$ cat src/rtl/alu_sched_pkg.sv
// Shared definitions for the ALU op scheduler: op codes, FSM state encoding
// and default data widths.
package alu_sched_pkg;

  localparam int DEF_WIDTH    = 16;
  localparam int DEF_OP_WIDTH = 3;

  localparam logic [2:0] OP_ADD = 3'b000;
  localparam logic [2:0] OP_SUB = 3'b001;
  localparam logic [2:0] OP_MUL = 3'b010;
  localparam logic [2:0] OP_DIV = 3'b011;
  localparam logic [2:0] OP_AND = 3'b100;
  localparam logic [2:0] OP_OR  = 3'b101;

  typedef enum logic [1:0] {
    IDLE = 2'd0,
    EXEC = 2'd1,
    RESP = 2'd2
  } state_t;

endpackage

$ cat src/rtl/rr_arbiter2.sv
// Two-way round-robin arbiter. On a tie, the requester that was not granted
// last wins. The grant history only moves forward when the caller accepts.
module rr_arbiter2 (
  input  logic       clk,
  input  logic       rst,
  input  logic [1:0] req,
  input  logic       advance,
  output logic [1:0] gnt
);

  logic last_grant;

  // NOTE: the combinational output gets a default on entry, so every path
  // assigns it and no latch is inferred.
  always_comb begin
    gnt = req;
    if (req == 2'b11) gnt = last_grant ? 2'b01 : 2'b10;
  end

  // Reset to 1 so that requester 0 wins the first tie.
  always_ff @(posedge clk or posedge rst) begin
    if (rst)                        last_grant <= 1'b1;
    else if (advance && |gnt)       last_grant <= gnt[1];
  end

endmodule

$ cat src/rtl/alu_op_scheduler.sv
// Shares one external combinational ALU between two requesters. It arbitrates,
// registers the operands and returns a tagged response over valid/ready.
// Optional feature macro: ALU_DIV_ZERO_TRAP_EN (trap unsigned divide by zero).
module alu_op_scheduler
  import alu_sched_pkg::*;
#(
  parameter int WIDTH    = DEF_WIDTH,
  parameter int OP_WIDTH = DEF_OP_WIDTH
) (
  input  logic                clk,
  input  logic                rst,
  input  logic                req0_valid,
  output logic                req0_ready,
  input  logic [OP_WIDTH-1:0] req0_op,
  input  logic [WIDTH-1:0]    req0_a,
  input  logic [WIDTH-1:0]    req0_b,
  input  logic                req1_valid,
  output logic                req1_ready,
  input  logic [OP_WIDTH-1:0] req1_op,
  input  logic [WIDTH-1:0]    req1_a,
  input  logic [WIDTH-1:0]    req1_b,
  output logic                resp_valid,
  input  logic                resp_ready,
  output logic                resp_id,
  output logic [WIDTH-1:0]    resp_result,
  output logic [WIDTH-1:0]    resp_hi,
  output logic                resp_err,
  output logic [WIDTH-1:0]    alu_in1,
  output logic [WIDTH-1:0]    alu_in2,
  output logic [OP_WIDTH-1:0] alu_con_sig,
  input  logic [WIDTH-1:0]    alu_out,
  input  logic [WIDTH-1:0]    alu_hi,
  input  logic [WIDTH-1:0]    alu_lo,
  output logic                busy
);

`ifdef ALU_DIV_ZERO_TRAP_EN
  localparam bit DIV_TRAP = 1'b1;
`else
  localparam bit DIV_TRAP = 1'b0;
`endif

  state_t              state, state_next;
  logic [1:0]          gnt;
  logic                accept;
  logic [OP_WIDTH-1:0] op_q;
  logic [WIDTH-1:0]    a_q, b_q;
  logic                id_q;
  logic                div_zero;

  assign accept = (state == IDLE) && (gnt != 2'b00);

  rr_arbiter2 u_arb (
    .clk     (clk),
    .rst     (rst),
    .req     ({req1_valid, req0_valid}),
    .advance (accept),
    .gnt     (gnt)
  );

  assign req0_ready = (state == IDLE) && gnt[0];
  assign req1_ready = (state == IDLE) && gnt[1];
  assign busy       = (state != IDLE);
  assign resp_valid = (state == RESP);
  assign resp_id    = id_q;

  assign div_zero    = DIV_TRAP && (op_q == OP_DIV) && (b_q == '0);
  assign alu_in1     = a_q;
  assign alu_in2     = div_zero ? WIDTH'(1) : b_q;
  assign alu_con_sig = op_q;

  // NOTE: asynchronous reset lives in the sensitivity list; sequential state
  // is always updated with non-blocking assignments.
  always_ff @(posedge clk or posedge rst) begin
    if (rst) state <= IDLE;
    else     state <= state_next;
  end

  always_comb begin
    state_next = state;
    unique case (state)
      IDLE:    if (accept)     state_next = EXEC;
      EXEC:                    state_next = RESP;
      RESP:    if (resp_ready) state_next = IDLE;
      default:                 state_next = IDLE;
    endcase
  end

  always_ff @(posedge clk or posedge rst) begin
    if (rst) begin
      op_q <= '0;
      a_q  <= '0;
      b_q  <= '0;
      id_q <= 1'b0;
    end else if (accept) begin
      op_q <= gnt[1] ? req1_op : req0_op;
      a_q  <= gnt[1] ? req1_a  : req0_a;
      b_q  <= gnt[1] ? req1_b  : req0_b;
      id_q <= gnt[1];
    end
  end

  // Response fields only load at the end of EXEC, so they stay frozen in RESP.
  always_ff @(posedge clk or posedge rst) begin
    if (rst) begin
      resp_result <= '0;
      resp_hi     <= '0;
      resp_err    <= 1'b0;
    end else if (state == EXEC) begin
      case (op_q)
        OP_MUL: begin
          resp_result <= alu_lo;
          resp_hi     <= alu_hi;
          resp_err    <= 1'b0;
        end
        OP_ADD, OP_SUB, OP_DIV, OP_AND, OP_OR: begin
          resp_result <= div_zero ? '1 : alu_out;
          resp_hi     <= '0;
          resp_err    <= div_zero;
        end
        default: begin
          resp_result <= '0;
          resp_hi     <= '0;
          resp_err    <= 1'b1;
        end
      endcase
    end
  end

endmodule

$ cat config.mk
export PLATFORM = sky130hd
export DESIGN_NAME = alu_op_scheduler
export DESIGN_NICKNAME = d
export VERILOG_FILES = /design/src/rtl/alu_sched_pkg.sv /design/src/rtl/rr_arbiter2.sv /design/src/rtl/alu_op_scheduler.sv
export SDC_FILE = /design/constraint.sdc
export NUM_CORES = 1
export LEC_CHECK = 0
export CAP_MARGIN = 20
export CORE_MARGIN = 8
export CORE_UTILIZATION = 23
export CTS_BUF_LIST = sky130_fd_sc_hd__clkbuf_4 sky130_fd_sc_hd__clkbuf_8 sky130_fd_sc_hd__clkbuf_16
export DETAILED_ROUTE_END_ITERATION = 10
export SYNTH_ARGS = -nofsm -noshare
export SYNTH_HDL_FRONTEND = slang
export SYNTH_HIERARCHICAL = 1
export SYNTH_SLANG_ARGS = --single-unit
$ cat constraint.sdc
create_clock -name clk -period 4.9 [get_ports clk]
set_clock_uncertainty 0.1 [all_clocks]
set_input_delay 0.98 -clock clk [delete_from_list [all_inputs] [get_ports clk]]
set_output_delay 0.98 -clock clk [all_outputs]
set_load 0.05 [all_outputs]
# [Word level (Yosys, flattened, before mapping)]
# Index checks and enable logic that the tools add are counted.
[word_totals] reg_bits=72 input_bits=123
[op_classes] eq_ne=10 n_mux=11 n_reduce_logical=12
[ops] operator="$mux W16" count=3
[ops] operator="$pmux W16 S2" count=1
[ops] operator="$mux W2" count=4
[ops] operator="$eq A3 B2 Y1 const B" count=2
[ops] operator="$eq A3 B3 Y1 const B" count=2
[ops] operator="$pmux W2 S3" count=1
[ops] operator="$reduce_or A6 Y1" count=1
[ops] operator="$reduce_or A5 Y1" count=1
[ops] operator="$eq A2 B2 Y1 const B" count=2
[ops] operator="$logic_and A1 B1 Y1" count=4
[ops] operator="$ne A2 B1 Y1 const B" count=2
[ops] operator="$reduce_bool A2 Y1" count=2
[ops] operator="$eq A3 B1 Y1 const B" count=1
[ops] operator="$logic_not A3 Y1" count=1
[ops] operator="$mux W3" count=1
[ops] operator="$eq A2 B1 Y1 const B" count=1
[ops] operator="$logic_not A2 Y1" count=1
[ops] operator="$reduce_and A2 Y1" count=1
[ops] operator="$reduce_or A2 Y1" count=1
[ops] operator="$mux W1" count=1

# [Depth between registers and ports, before layout]
# Gate-level depths: netlist of run 1.
[depth] ltp_word=6 ltp_mapped=7 depth_no_buf=5

# [Hierarchy]
# Netlist of run 1, hierarchy kept.
[by_module_without_submodules] mod="alu_op_scheduler" cells_per_inst=224 area_per_inst_um2=3270.6 n_inst=1
[by_module_without_submodules] mod="rr_arbiter2" cells_per_inst=7 area_per_inst_um2=60.1 n_inst=1

# [Worst setup path before layout of run 1]
# OpenSTA, ideal clock, no wires.
[synth_timing] path_kind="input to output" startpoint="in req1_valid" endpoint="out req1_ready" stages=4 slack_ns=1.845 t_required_ns=3.820 arrival_ns=1.975 cell_sequence="a21boi_0 > buf_4 > buf_6 > and2_1"
[synth_between] elab_chain_cells=3
[synth_lines] element="start, declared" line="alu_op_scheduler.sv:17" rtl="input logic req1_valid,"
[synth_lines] element="$eq A2 B2 Y1" line="rr_arbiter2.sv:17" rtl="if (req == 2'b11) gnt = last_grant ? 2'b01 : 2'b10;"
[synth_lines] element="$mux W2 *" line="rr_arbiter2.sv:17"
[synth_lines] element="$logic_and A1 B1 Y1 *" line="alu_op_scheduler.sv:62" rtl="assign req1_ready = (state == IDLE) && gnt[1];"
[synth_lines] element="end, declared" line="alu_op_scheduler.sv:18" rtl="output logic req1_ready,"
# Mark *: on every way between the ends. The rest lies on a longest branch, timed or not.

# [Final worst setup path of run 1]
[layout_timing] startpoint="in req0_valid" endpoint="out req0_ready"
[layout_between] elab_chain_cells=3
[layout_lines] element="start, declared" line="alu_op_scheduler.sv:12" rtl="input logic req0_valid,"
[layout_lines] element="$eq A2 B2 Y1" line="rr_arbiter2.sv:17"
[layout_lines] element="$mux W2 *" line="rr_arbiter2.sv:17"
[layout_lines] element="named net gnt[0]" line="alu_op_scheduler.sv:44" rtl="logic [1:0] gnt;"
[layout_lines] element="$logic_and A1 B1 Y1 *" line="alu_op_scheduler.sv:61" rtl="assign req0_ready = (state == IDLE) && gnt[0];"
[layout_lines] element="end, declared" line="alu_op_scheduler.sv:13" rtl="output logic req0_ready,"
# The timed path passes the listed nets; every way through them passes the cells marked *.

==> reports/qor.csv, run 1 <==
stage,metric,value,unit
global_route,grt_antenna_before_repair,0,
synthesis,synth.distinct_cells,27,
layout,syn_to_final_growth,72.8,%
min_path,min_to,alu_in2[2],
clock_network,h-tree-depth,3,
sta,worst_slack,1020,ps
setup_path,cp.buffers_inverters,3,
setup_path,r2r_cells,5,
clock_network,cts_tree,built,
route,drt-pass1-iter-count,5,
sta,fin_crit,3880,ps
route,drt_iter0_markers,69,
placed_design,hpwlAfterDp,8.13,mm
power_and_ir_drop,p_per_area,731,nW/µm²
synthesis,synth_flop_cell,dfrtp_1,
setup_path,reg2reg_from,u_arb/last_grant,
synthesis,synth_xor_area_share,0,%
synthesis,synth-compound-area-share,11.0,%
min_path,worstHoldStart,alu_in2[2],
clock_network,cts_root_buf,clkbuf_16,
layout,n_fill_cell,1386,
floorplanning,die_h,136,µm
sta,post-route-period-util,79.3,%
flow_run,maxCapViolCount,0,
route,vias_per_cell,4.25,
layout,antenna_cells,0,
setup_path,cp_common_cell,clkdlybuf4s50_1,
sta,drv_slew,0,
global_route,grt_pass1_wl,16.2,mm
synthesis,post-synth-top-area-cell,dfrtp_1,
sta,hold_viol,0,
route,drt_wl_total,10.5,mm
synthesis,synthTopCellsByArea,"dfrtp_1 (53%), mux2_1 (11%), mux2_2 (9.8%)",
synthesis,yosysMostFrequentCell,dfrtp_1,
floorplanning,die_x,136,µm
sta,finalSetupTns,0,ps
clock_network,cts_inserted_buffers,9,
synthesis,yosysSeqAreaShare,54.1,%
route,ant_nets,0,
setup_path,reg2reg_slack,2670,ps
sta,slew_headroom,47.0,%
synthesis,synthMuxAreaShare,24.7,%
clock_network,clock_latency,320,ps
synthesis,yosys_warnings,6,
synthesis,syn_nets,354,
floorplanning,num_rows,44,
layout,drive_gt1_share,15.1,%
synthesis,synth_seq_cells,72,
route,drt-wirelength-per-cell,17.1,µm
setup_path,rr_endpoint,alu_in2[8],
global_route,grt_max_degree,43,
synthesis,synth_edf_count,0,
floorplanning,start_util,23.2,%
route,route.detailed.drc,0,
setup_path,arrival,2800,ps
clock_network,clk_pin_slew,60,ps
setup_path,crit_family,buffers and inverters,
synthesis,syn_inst,231,
setup_path,worst_setup_path_end_kind,primary output,
synthesis,synth_top_family_by_area,multiplexers,
clock_network,cts.sinks,72,
sta,rsz0062_at_grt,false,
setup_path,slowest_delay,800,ps
synthesis,yosys.area_share.simple,5.15,%
layout,fin_util,40.0,%
floorplanning,ioPinCount,196,
clock_network,post_cts_buffers,0,
placed_design,place_congestion,0.724,
sta,worst_slew_pin_slew,796,ps
clock_network,clock_path_buffers,2,
floorplanning,die_area,18600,µm²
setup_path,crit_type,input pin to primary output,
sta,setup_viol,0,
status,outcome,"complete, no violations",
synthesis,synthAdderAreaFrac,0,%
power_and_ir_drop,ir_worst_vdd,0.553,mV
synthesis,synth.top_cell.area_share,53.3,%
global_route,grt-ovfl-total,0,
layout,final_nets,548,
min_path,holdCritPathClass,register to register,
placed_design,dp_slack,1030,ps
min_path,worstHoldPathCells,1,
floorplanning,core_area,14400,µm²
setup_path,worst_path_max_delay_cell,clkdlybuf4s50_1,
synthesis,synth_area_per_cell,14.4,µm²
synthesis,synth_area,3330,µm²
setup_path,cp.required,3820,ps
global_route,grt_usage,11.3,%
synthesis,synthArstFlopShare,100,%
placed_design,io_buffers,195,
synthesis,ys_top_cells_by_count,"dfrtp_1 (71), mux2_1 (32), mux2_2 (29), and2_1 (17)",
clock_network,cts_resized,0,
setup_path,crit_chain,"clkdlybuf4s50_1, a21boi_1, nand2_1, inv_1, clkdlybuf4s50_1",
setup_path,path_max_fanout,3,
route,vias,2609,
sta,fmax,0.257,GHz
power_and_ir_drop,leakage,2.38,nW
global_route,grt_pass1_vias,2980,
clock_network,hold_buffers,0,
setup_path,start_kind,input pin,
## metal layers
layer / GRT usage (%) / vias to the layer above / routed length (µm)
met5: 0 / - / 0
met1: 12.1 / 1271 / 4030
li1: - / 1236 / -
met3: 3.81 / 8 / 870
met4: 5.31 / 0 / 140
met2: 19.6 / 94 / 5460
## cells by family after synthesis
group,after synthesis
flip-flops,72
AO/OA/AOI/OAI,42
buffers and inverters,22
AND/OR/NAND/NOR,25
multiplexers,70
## layout by cell type, fill, tap and decap left out
| cell type | count |
|---|---|
| o21ai_0 | 1 |
| dfrtp_1 | 71 |
| a21o_1 | 1 |
| clkdlybuf4s50_1 | 195 |
| clkinv_2 | 1 |
| clkbuf_16 | 9 |
| a21oi_2 | 1 |
| a21boi_1 | 1 |
| bufinv_16 | 2 |
| o21a_1 | 1 |
| a22o_1 | 16 |
| mux2_1 | 32 |
| a31oi_1 | 1 |
| mux2_4 | 9 |
| nand2b_4 | 1 |
| nor4b_4 | 1 |
| o21a_2 | 1 |
| clkinvlp_4 | 2 |
| mux2_2 | 29 |
| nor2_1 | 1 |
| o21ai_1 | 1 |
| nand2b_1 | 2 |
| clkbuf_8 | 3 |
| and2_1 | 17 |
| nand2_1 | 3 |
| a21oi_1 | 1 |
| a221o_1 | 16 |
| buf_4 | 4 |
| inv_1 | 5 |
| a21boi_4 | 1 |
| dfstp_2 | 1 |
## power breakdown
part / leakage (nW) / internal (W) / switching, W
clock: 0.161 / 0.000487 / 0.000246
combinational: 1.33 / 0.000931 / 0.00149
sequential: 0.893 / 0.000884 / 0.000164
total: 2.38 / 0.00230 / 0.00190
## per-stage QoR
stage               hold WS, ps  std cells  power, W  instance area [µm²]
floorplan                   409        231   0.00269                 3330
global route                395        614   0.00443                 5750
global placement            367        598   0.00349                 5410
detailed placement          374        598   0.00351                 5410
CTS                         387        614   0.00427                 5750
finish                      382        614   0.00421                 5750
## worst max-delay path by stage
stage / from / end / cells after the start
global placement: req0_valid / req0_ready / 5
global route: req0_valid / req0_ready / 5
detailed placement: req0_valid / req0_ready / 5
finish: req0_valid / req0_ready / 5
CTS: req0_valid / req0_ready / 5
floorplan: req1_valid / req1_ready / 4
## state kept, by name, indices dropped and copies added, names as in the netlist
name / count
alu_in1: 16
alu_in2: 16
resp_hi: 16
resp_result: 16
alu_con_sig: 3
state: 2
resp_err: 1
resp_id: 1
u_arb/last_grant: 1
## layout make-up
type / count / area (µm²) / area share [%]
clock buffers: 12 / 267 / 4.63
clock inverters: 4 / 75.1 / 1.30
inverters: 6 / 23.8 / 0.413
multi-input cells: 137 / 1370 / 23.9
flip-flops and latches: 72 / 1800 / 31.3
well taps: 184 / 230 / 4.00
repair buffers: 199 / 1980 / 34.4
## worst register-to-register path, stage by stage, from the launching register on
cell	delay (ps)
dfstp_2	390
a21boi_4	120
buf_4	420
o21a_2	210
buf_4	450
mux2_2	420
Power figures use the tool's default switching activity.
==> run 2: changes to the inputs <==
Clock period 4.9 ns to 3.87 ns, I/O delays scaled along.
==> run 2 against run 1 <==
Register-to-register slack worse by 1000 ps. Sequential share of layout area hardly changed. Wire length is 1.7% higher. Power is 26% higher. Via count is 0.80% higher. Sequential cell count stayed put. Final cell count is 0.16% higher. Utilization is 0.052 points higher. Non-clock buffer count is 1 higher. Clock power is 21% higher. Worst setup slack worse by 600 ps. First-iteration DRC count is 12% higher. Largest cell class unchanged.
==> reports/qor.csv, run 2 (same netlist as run 1, synthesis figures left out) <==
stage,metric,value,unit,change
status,outcome,"complete, no violations",,unchanged
route,vias_per_cell,4.28,,was 4.25
route,route.detailed.drc,0,,unchanged
clock_network,cts_tree,built,,unchanged
global_route,grt_usage,11.5,%,was 11.3%
sta,post-route-period-util,89.3,%,
global_route,grt_pass1_vias,3048,,was 2980
setup_path,reg2reg_from,u_arb/last_grant,,unchanged
clock_network,post_cts_buffers,0,,unchanged
layout,final_cell_mix,"clkdlybuf4s50_1 (195), dfrtp_1 (71), mux2_1 (32)",,unchanged
placed_design,io_buffers,195,,unchanged
placed_design,place_congestion,0.729,,was 0.724
layout,fin_util,40.1,%,was 40.0%
sta,slew_headroom,44.6,%,was 47.0%
route,vias,2630,,was 2609
floorplanning,die_x,136,µm,unchanged
setup_path,arrival,2580,ps,was 2800 ps
power_and_ir_drop,leakage,2.39,nW,was 2.38 nW
placed_design,hpwlAfterDp,8.17,mm,was 8.13 mm
clock_network,cts.sinks,72,,unchanged
sta,finalSetupTns,0,ps,unchanged
clock_network,h-tree-depth,3,,unchanged
layout,syn_to_final_growth,73.0,%,was 72.8%
min_path,worstHoldStart,resp_id,,was alu_in2[2]
sta,hold_ws,375,ps,was 382 ps
route,drt-wirelength-per-cell,17.4,µm,was 17.1 µm
clock_network,clk_pin_slew,60,ps,about the same
layout,layout_commonest_cell,clkdlybuf4s50_1,,unchanged
setup_path,cp-startpoint,req0_valid,,unchanged
setup_path,path_max_fanout,3,,unchanged
layout,n_fill_cell,1367,,was 1386
setup_path,start_kind,input pin,,unchanged
sta,worst_slew_pin_slew,831,ps,was 796 ps
global_route,grt_antenna_before_repair,0,,unchanged
sta,hold_viol,0,,unchanged
layout,drive_gt1_share,15.3,%,was 15.1%
setup_path,crit_type,input pin to primary output,,unchanged
min_path,holdCritPathClass,register to register,,unchanged
route,ant_nets,0,,unchanged
clock_network,hold_buffers,0,,unchanged
sta,drv_slew,0,,unchanged
sta,rsz0062_at_grt,false,,unchanged
power_and_ir_drop,p_per_area,919,nW/µm²,was 731 nW/µm²
sta,fmax,0.289,GHz,
clock_network,clock_path_buffers,2,,unchanged
layout,final_nets,549,,was 548
floorplanning,ioPinCount,196,,unchanged
floorplanning,die_h,136,µm,unchanged
floorplanning,core_area,14400,µm²,unchanged
clock_network,clock_latency,330,ps,was 320 ps
floorplanning,die_area,18600,µm²,unchanged
placed_design,dp_cells,598,,unchanged
global_route,grt_max_degree,55,,was 43
setup_path,worst_setup_path_end_kind,primary output,,unchanged
clock_network,cts_inserted_buffers,9,,unchanged
sta,fin_crit,3460,ps,
setup_path,cp.required,3000,ps,was 3820 ps
floorplanning,start_util,23.2,%,unchanged
route,drt_wl_total,10.7,mm,was 10.5 mm
layout,antenna_cells,0,,unchanged
clock_network,cts_root_buf,clkbuf_16,,unchanged
clock_network,cts_resized,0,,unchanged
floorplanning,num_rows,44,,unchanged
layout,final_cells,615,,was 614
flow_run,maxCapViolCount,0,,unchanged
route,drt-pass1-iter-count,4,,was 5
global_route,grt_pass1_wl,16.5,mm,was 16.2 mm
route,drt_iter0_markers,77,,was 69
power_and_ir_drop,ir_worst_vdd,0.474,mV,was 0.553 mV
global_route,grt-ovfl-total,0,,unchanged
sta,setup_viol,0,,unchanged
run 2: cell count changes in the layout (fill, tap and decap cells not counted):
cell and delta:
buf_16 +1, clkinv_2 +3, clkinvlp_4 -1, clkbuf_8 -2
run 2: metrics by stage:
stage | total power [W] | worst slack, ps | instance area [µm²]
after floorplan | 0.00341 | 1200 | 3330
after global placement | 0.00442 | 438 | 5410
after detailed placement | 0.00445 | 438 | 5410
after CTS | 0.00538 | 425 | 5730
after global routing | 0.00556 | 373 | 5760
final | 0.00529 | 413 | 5760
run 2: final timing paths:
kind / endpoint / slack [ps] / cells past startpoint
max reg2reg: alu_in1[8] / 1640 / 5
min reg2reg: resp_id / 380 / 1
max: req0_ready / 410 / 5
min: resp_id / 380 / 1
min in group asynchronous: alu_in2[3] / 600 / 2
max in group asynchronous: resp_hi[5] / 2290 / 4
run 2: final cells by class:
cell class	instances	area, µm²	area share, %
multi-input combinational	137	1370	23.8
timing repair buffer	200	2010	34.9
sequential	72	1800	31.3
tap	184	230	4.00
clock inverter	6	82.6	1.43
clock buffer	10	239	4.15
inverter	6	23.8	0.413
run 2: worst max-delay path, stage by stage:
cell and delay, ps:
clkdlybuf4s50_1 550, a21boi_1 290, nand2_1 100, inv_1 70, clkdlybuf4s50_1 800
run 2: metal layers:
metal / global-route usage [%] / vias up / share of wire [%]
met5: 0 / - / 0
met4: 4.33 / 0 / 1.6
met3: 4.55 / 10 / 8.3
met2: 20.4 / 98 / 53
met1: 11.9 / 1288 / 38
li1: - / 1234 / -
run 2: where the power goes:
part	leakage [nW]	switching [W]	internal (W)	total, W
Sequential	0.893	0.000209	0.00112	0.00133
Clock	0.158	0.000313	0.000578	0.000891
Combinational	1.34	0.00189	0.00118	0.00307
